$ cat src/rtl/prca_pkg.sv
// Shared sizing for the pipelined ripple-carry adder/subtractor.
// Default operand width, segment width and the stage-count helper.
package prca_pkg;

    localparam int DEF_WIDTH = 16;
    localparam int DEF_SEG_W = 4;

    function automatic int stages(input int width, input int seg_w);
        return width / seg_w;
    endfunction

endpackage

$ cat src/rtl/rca_segment.sv
// Combinational SEG_W-bit ripple-carry segment; zero latency, no handshake.
// c_msb_in is the carry entering the top bit, used for signed overflow detection.
module rca_segment
    import prca_pkg::*;
#(
    parameter int SEG_W = DEF_SEG_W
) (
    input  logic [SEG_W-1:0] a,
    input  logic [SEG_W-1:0] b,
    input  logic             cin,
    output logic [SEG_W-1:0] s,
    output logic             cout,
    output logic             c_msb_in
);

    logic [SEG_W:0] c;

    always_comb begin
        c    = '0;
        s    = '0;
        c[0] = cin;
        for (int i = 0; i < SEG_W; i++) begin
            s[i]   = a[i] ^ b[i] ^ c[i];
            c[i+1] = (a[i] & b[i]) | (c[i] & (a[i] ^ b[i]));
        end
    end

    assign cout     = c[SEG_W];
    assign c_msb_in = c[SEG_W-1];

endmodule

$ cat src/rtl/pipelined_rca_adder.sv
// Pipelined add/sub, one SEG_W segment per stage; latency STAGES cycles, 1 op/cycle.
// Whole pipe stalls while OUT_VALID & !OUT_READY (IN_READY low); OVF port only with PRCA_OVF_EN.
module pipelined_rca_adder
    import prca_pkg::*;
#(
    parameter int WIDTH = DEF_WIDTH,
    parameter int SEG_W = DEF_SEG_W
) (
    input  logic             CLK,
    input  logic             RST,
    input  logic             IN_VALID,
    output logic             IN_READY,
    input  logic [WIDTH-1:0] A,
    input  logic [WIDTH-1:0] B,
    input  logic             C_IN,
    input  logic             SUB,
    output logic             OUT_VALID,
    input  logic             OUT_READY,
    output logic [WIDTH-1:0] SUM,
    output logic             C_OUT
`ifdef PRCA_OVF_EN
    ,
    output logic             OVF
`endif
);

    localparam int STAGES = stages(WIDTH, SEG_W);

    if (SEG_W < 1 || WIDTH < SEG_W || (WIDTH % SEG_W) != 0) begin : g_bad_cfg
        $error("pipelined_rca_adder: WIDTH must be a non-zero multiple of SEG_W");
    end

    logic             adv;
    logic [WIDTH-1:0] beff;
    logic             cin0;

    assign adv      = !OUT_VALID || OUT_READY;
    assign IN_READY = adv;
    assign beff     = B ^ {WIDTH{SUB}};
    assign cin0     = C_IN ^ SUB;

    // aw_q starts as operand A and rotates right one segment per stage, with the fresh
    // sum segment entering at the top; after STAGES rotations it is the aligned SUM.
    // B shrinks instead, keeping only the segments still to be consumed.
    for (genvar k = 0; k < STAGES; k++) begin : stg
        localparam int BW = WIDTH - k * SEG_W;

        logic             vld_in;
        logic [WIDTH-1:0] a_in;
        logic [BW-1:0]    b_in;
        logic             c_in;
        logic [SEG_W-1:0] s;
        logic             co;
        logic             c_msb;
        logic [WIDTH-1:0] aw_d;
        logic             vld_q;
        logic             cy_q;
        logic [WIDTH-1:0] aw_q;

        if (k == 0) begin : g_src
            assign vld_in = IN_VALID;
            assign a_in   = A;
            assign b_in   = beff;
            assign c_in   = cin0;
        end else begin : g_src
            assign vld_in = stg[k-1].vld_q;
            assign a_in   = stg[k-1].aw_q;
            assign b_in   = stg[k-1].g_b.bw_q;
            assign c_in   = stg[k-1].cy_q;
        end

        rca_segment #(.SEG_W(SEG_W)) u_seg (
            .a        (a_in[SEG_W-1:0]),
            .b        (b_in[SEG_W-1:0]),
            .cin      (c_in),
            .s        (s),
            .cout     (co),
            .c_msb_in (c_msb)
        );

        assign aw_d = (a_in >> SEG_W) | (WIDTH'(s) << (WIDTH - SEG_W));

        always_ff @(posedge CLK) begin
            if (RST) begin
                vld_q <= 1'b0;
                cy_q  <= 1'b0;
                aw_q  <= '0;
            end else if (adv) begin
                vld_q <= vld_in;
                cy_q  <= co;
                aw_q  <= aw_d;
            end
        end

        if (k < STAGES - 1) begin : g_b
            logic [BW-SEG_W-1:0] bw_q;
            logic [BW-SEG_W-1:0] bw_d;

            assign bw_d = b_in[BW-1:SEG_W];

            always_ff @(posedge CLK) begin
                if (RST) begin
                    bw_q <= '0;
                end else if (adv) begin
                    bw_q <= bw_d;
                end
            end
        end

        if (k == STAGES - 1) begin : g_last
`ifdef PRCA_OVF_EN
            logic ovf_q;

            always_ff @(posedge CLK) begin
                if (RST) begin
                    ovf_q <= 1'b0;
                end else if (adv) begin
                    ovf_q <= c_msb ^ co;
                end
            end
`else
            logic unused_c_msb;
            assign unused_c_msb = c_msb;
`endif
        end else begin : g_mid
            logic unused_c_msb;
            assign unused_c_msb = c_msb;
        end
    end

    assign OUT_VALID = stg[STAGES-1].vld_q;
    assign SUM       = stg[STAGES-1].aw_q;
    assign C_OUT     = stg[STAGES-1].cy_q;
`ifdef PRCA_OVF_EN
    assign OVF       = stg[STAGES-1].g_last.ovf_q;
`endif

endmodule

$ cat config.mk
export PLATFORM = sky130hd
export DESIGN_NAME = pipelined_rca_adder
export DESIGN_NICKNAME = d
export VERILOG_FILES = /design/src/rtl/prca_pkg.sv /design/src/rtl/rca_segment.sv /design/src/rtl/pipelined_rca_adder.sv
export SDC_FILE = /design/constraint.sdc
export NUM_CORES = 1
export LEC_CHECK = 0
export CELL_PAD_IN_SITES_DETAIL_PLACEMENT = 0
export CELL_PAD_IN_SITES_GLOBAL_PLACEMENT = 1
export CORE_UTILIZATION = 43
export DETAILED_ROUTE_END_ITERATION = 8
export PLACE_DENSITY = 0.88
export SETUP_SLACK_MARGIN = 0.15
export SLEW_MARGIN = 20
export SYNTH_ARGS = -nofsm -noshare
export SYNTH_HDL_FRONTEND = slang
export SYNTH_HIERARCHICAL = 1
export SYNTH_SLANG_ARGS = --single-unit
$ cat constraint.sdc
create_clock -name CLK -period 4.72 [get_ports CLK]
set_input_delay 0.944 -clock CLK [delete_from_list [all_inputs] [get_ports CLK]]
set_output_delay 0.944 -clock CLK [all_outputs]
set_load 0.01 [all_outputs]
* After elaboration in Yosys (flattened, before gate mapping)
Index checks and enable logic that the tools add are counted. Widths: inputs -> output; s select.
Word-level totals: register bits 96, output and inout bits 19
Operators by class: bitwise gates (word level) 86, reductions and logical operators 2
Operator list (count):
- $or 12x16->16 | 4
- $xor 1x1->1 | 33
- $and 1x1->1 | 32
- $or 1x1->1 | 16
- $xor 16x16->16 | 1
- $logic_not 1->1 | 1
- $logic_or 1x1->1 | 1

* Depth between registers and ports, before layout
depth in word-level cells 10, mapped depth 11, mapped depth without buffers 9

* Modules after synthesis
Netlist, hierarchy kept.
By module, submodules not included:
- pipelined_rca_adder | times used 1, cells each 423, area an instance 3498.4 um^2, sequential area each 1921.8 um^2
- rca_segment | times used 4, cells each 12, area an instance 110.1 um^2, sequential area each 0.0 um^2

* Worst setup path before layout
No wires, ideal clock.
path kind input port to flip-flop, from input SUB, to register stg[0].aw_q[15], arrival 2.971 ns, data required time 4.588 ns, slack 1.616 ns, cell stages on the path 11, path buffers 2, cell sequence buf_4 buf_6 xor2_1 fa_1 inv_1 fa_1 fa_1 inv_1 fa_1 nand2_1 a21oi_1
Between the ends: longest elaborated chain between the ends 10
Ends and longest elaborated chain:
- start: declaration | line pipelined_rca_adder.sv:16 | input logic SUB,
- $xor 16x16->16 * | line pipelined_rca_adder.sv:39 | assign beff = B ^ {WIDTH{SUB}};
- via beff[0] | line pipelined_rca_adder.sv:34 | logic [WIDTH-1:0] beff;
- $xor 1x1->1 | line rca_segment.sv:24 | c[i+1] = (a[i] & b[i]) | (c[i] & (a[i] ^ b[i]));
- $and 1x1->1 | line rca_segment.sv:24
- $or 1x1->1 * | line rca_segment.sv:24
- $and 1x1->1 * | line rca_segment.sv:24
- $or 1x1->1 * | line rca_segment.sv:24
- $and 1x1->1 * | line rca_segment.sv:24
- $or 1x1->1 * | line rca_segment.sv:24
- via stg[0].c_msb | line pipelined_rca_adder.sv:54 | logic c_msb;
- $xor 1x1->1 * | line rca_segment.sv:23 | s[i] = a[i] ^ b[i] ^ c[i];
- via stg[0].s[3] | line pipelined_rca_adder.sv:52 | logic [SEG_W-1:0] s;
- $or 12x16->16 * | line pipelined_rca_adder.sv:81 | assign aw_d = (a_in >> SEG_W) | (WIDTH'(s) << (WIDTH - SEG_W));
- end signal: assignment | line pipelined_rca_adder.sv:91 | aw_q <= aw_d;
- end: declaration | line pipelined_rca_adder.sv:58 | logic [WIDTH-1:0] aw_q;
The timed path passes the listed nets; every way through them passes the cells marked *. A chain may end at the register's enable or synchronous reset.

* Worst setup path in the final report
Ends and elaborated chain as after synthesis.

==> impl.org <==
** Run status
- Result of the run :: finished with violations
- Violated checks :: design-rule violations

** Global routing
- Wire length of the first global-routing pass :: between 10000 and 15000 um
- In the global route stage, overall resource usage came out at 15.7%.
- Vias in the first global route :: approximately 2700
- Entering global routing, the biggest net connects 97 pins.
- Sum of overflow across all layers after global routing :: 0
- The number of antenna violations at the first check in global routing is 0.

** Clock tree
- The H-tree was split into 3 levels.
- Clock latency of the later-clocked register in the worst-skew pair :: 360 ps
- Clock tree synthesis selected as its root buffer the cell sky130_fd_sc_hd__clkbuf_8.
- In this run, CTS created clock tree buffers numbering 9.
- Buffer depth of the longest clock path :: 2
- TritonCTS built the clock tree.
- Clk sinks :: 96
- Clock-pin slew was measured on the worst setup and hold paths at 90 ps.
- Hold buffer count at cts :: 0
- The number of setup buffers added after CTS is 0.
- Gates resized during post-CTS repair numbered 0.

** STA
- Final setup violating endpoints :: 0
- Fraction of the cycle the final worst path needs :: between 60% and 70%
- Final worst slack :: about 1400 ps
- Transition time at the pin with the least slew margin :: a little over 1000 ps
- Setup repair after global routing missed its margin :: no
- Static timing analysis puts the maximum clock frequency at 304 MHz.
- Setup total negative slack on the finished layout was measured at 0 ps.
- The final hold violation count is 0.
- Pins Over Slew Limit :: 0
- Clock skew on the completed layout was measured at 9.73 ps.
- Counting I/O delays and the setup requirement, the final critical path takes 3290 ps.
- Relative slew slack :: 32.0%

** Placed design
- Port Buffers :: 56
- RePlAce Congestion :: 0.743
- Post-DP HPWL :: 4470 um
- Total cell area at the placement stage :: 4480 sq um
- Placed cell count :: 606
- OpenSTA, run right after detailed placement, puts the worst setup slack at ~1000 ps.

** Worst setup path
- Crit path capture type :: flip-flop
- Critical path's largest stage delay :: 670 ps
- Of all nets on the critical path, the largest fanout is 5.
- Cell-by-cell trace of the critical path :: clkdlybuf4s50_1, xor2_1, fa_1, inv_1, fa_1, fa_1, inv_1, fa_1, nand2_1, a21oi_1
- Dominant cell type by count on the critical path :: sky130_fd_sc_hd__fa_1
- Highest-delay cell along the critical path :: sky130_fd_sc_hd__clkdlybuf4s50_1
- The most critical setup path has its startpoint at SUB.
- Arrival time reported for the critical path endpoint :: 3490 ps
- Crit path launch type :: input port
- The critical path is of the in -> reg type.
- In this run the critical register-to-register path is launched from stg[2].aw_q[0].
- Required time at the endpoint of the critical path :: 4920 ps

** Synthesis
- Top cells by count, synth :: 166 x sky130_fd_sc_hd__nand2_1, 96 x sky130_fd_sc_hd__dfxtp_1, 83 x sky130_fd_sc_hd__a21oi_1
- Synth async-reset ratio :: 0%
- Mean instance size in the synthesized netlist :: 8.36 sq um
- Summing the areas of all compound-gate instances in the mapped netlist gives 14.0% of the synthesized area.
- Number of warning messages in the yosys log :: 6
- Sequential element share of the synthesized area :: 48.8%
- The synthesized design contains 96 register bits.
- After Yosys synthesis, full adders, half adders and majority gates account for 8.13% of the synthesized area.
- Number of enable flip-flop cells after synthesis :: 0
- Post-synthesis instance area :: 3940 sq um
- Basic-gate share of the synthesized area counting and, or, nand and nor cells :: 17.5%
- Top cells by area in the synthesized netlist :: sky130_fd_sc_hd__dfxtp_1 49%, sky130_fd_sc_hd__nand2_1 16%, sky130_fd_sc_hd__a21oi_1 11%
- Synthesis produced a netlist with a net count of 525.
- Of the post-synthesis cell area, the dominant cell type holds about 50%.
- Dominant register cell in the synthesized netlist :: sky130_fd_sc_hd__dfxtp_1
- Dominant cell by count in the synthesized netlist :: sky130_fd_sc_hd__nand2_1
- Proportion of synthesized area in mux cells :: 0%
- Largest area contributor in the netlist :: sky130_fd_sc_hd__dfxtp_1
- By area, the combinational part of the netlist is dominated by simple AND/OR/NAND/NOR gates.
- Cells after synthesis :: 471
- Synthesis instantiated 16 different standard cells from the library.
- The synthesized netlist devotes 3.78% of its cell area to XOR and XNOR gates.

** Floorplan
- For this configuration, the core starts out at a cell density of approximately 45%.
- Number of top-level pins :: 57
- The floorplan has 34 rows.
- The core region is 8810 sq um.
- DIE WIDTH :: 97.7 um
- The floorplan step defined a die boundary enclosing roughly 9500 sq um.
- Chip height :: ~98 um

** Route
- First-pass iteration count of the detailed router :: 6
- After detailed routing, the average wire length per cell comes to about 11 um.
- Routed vias :: 2925
- The final layout contains routed wiring with a total length of 7080 um.
- Initial DRC count :: between 100 and 150
- Antenna Violating Nets Remaining :: 0
- Dividing the detail-routed via count by the number of cells gives ~4.7.
- DR DRC count :: 5

** Power and ir drop
- Static leakage :: 1.82 nW
- Worst IR Drop VDD :: approximately 0.00017 V
- Total power for the finished layout comes to 1.65 mW.
- Power spread over the standard cell area amounts to 352 nW/um^2.

** Finish
- Multi-input gate area :: 1710 sq um
- Flip-flop and latch area :: 1920 sq um
- Final Instance Area :: 4700 sq um
- The repair_antennas step left the layout with diodes totalling 0.
- Post-layout net count :: 563
- The post-route netlist has 6.23% of its cells at a drive strength greater than 1.
- Fill cells :: 872
- From synthesis to final layout, the design area changed by 19.3%.
- Count of non-filler cells in the finished layout :: approximately 620

** Run
- Max Cap Viol :: 0

** Hold path
- Hold Path Class :: reg -> reg
- Min-Delay Startpoint :: SUM[10]
[final cells by class]
type | instances | area share, %
clock buffers | 9 | 2.64
clock inverters | 7 | 2.02
inverters | 33 | 2.66
multi-input cells | 309 | 36.4
flip-flops and latches | 96 | 40.9
well taps | 108 | 2.88
repair buffers | 60 | 12.5
[critical path: cells and delay by family]
| kind | cells | cell delay [ps] |
|---|---|---|
| AO/OA/AOI/OAI | 1 | 60 |
| buffers and inverters | 3 | 800 |
| XOR/XNOR | 1 | 230 |
| AND/OR/NAND/NOR | 1 | 70 |
| adder cells (fa/ha/maj) | 4 | 1370 |
[per-stage QoR]
step / hold slack, ps / util [%]
global placement: 439 / 50.9
detailed placement: 444 / 50.9
CTS: 458 / 53.4
global route: 476 / 53.4
floorplan: 432 / -
finish: 452 / 53.4
[state kept, by name, indices dropped and copies added, names as in the netlist]
name and cells:
stg.aw_q 48, OUT_VALID 1, SUM 16, stg.g_b.bw_q 24
stg.vld_q 3, C_OUT 1, stg.cy_q 3
[where the power goes]
group	leakage, nW	switching (mW)	internal [mW]
Sequential	0.789	0.0275	0.863
Clock	0.110	0.284	0.299
Combinational	0.921	0.0880	0.0916
[cells in the final DEF (no fill, tap or decap)]
cell	instances
sky130_fd_sc_hd__nand2_1	166
sky130_fd_sc_hd__dfxtp_1	96
sky130_fd_sc_hd__a21oi_1	83
sky130_fd_sc_hd__clkdlybuf4s50_1	55
sky130_fd_sc_hd__inv_1	32
sky130_fd_sc_hd__fa_1	16
sky130_fd_sc_hd__nor2_1	14
sky130_fd_sc_hd__xnor2_1	12
sky130_fd_sc_hd__a211oi_2	9
sky130_fd_sc_hd__clkbuf_8	9
sky130_fd_sc_hd__xor2_1	5
sky130_fd_sc_hd__buf_4	5
sky130_fd_sc_hd__clkinv_2	3
sky130_fd_sc_hd__a211oi_1	3
sky130_fd_sc_hd__bufinv_16	2
sky130_fd_sc_hd__nor2b_4	1
sky130_fd_sc_hd__inv_6	1
sky130_fd_sc_hd__clkinv_4	1
sky130_fd_sc_hd__clkinvlp_4	1
[layer usage]
layer | GRT usage [%] | vias up | part of all wire (%)
met2 | 24.9 | 56 | 45
met3 | 3.67 | 6 | 3.6
met4 | 6.06 | 0 | 1.1
met1 | 20.8 | 1322 | 51
met5 | 0 | - | 0
li1 | - | 1541 | -
[logic make-up after synthesis]
kind of cell	Yosys count
flops	96
buf+inv	66
fa+ha+maj	16
xor+xnor	17
simple gates	181
compound gates	95
[final timing paths]
kind                            slack [ps]         endpoint  cells after the start
worst max register to register        2560          SUM[15]                      8
worst min-delay path                   450          SUM[10]                      2
worst min register to register         450          SUM[10]                      2
worst max-delay path                  1430  stg[0].aw_q[15]                     10
Note: power is estimated with default switching activity, not from simulation.
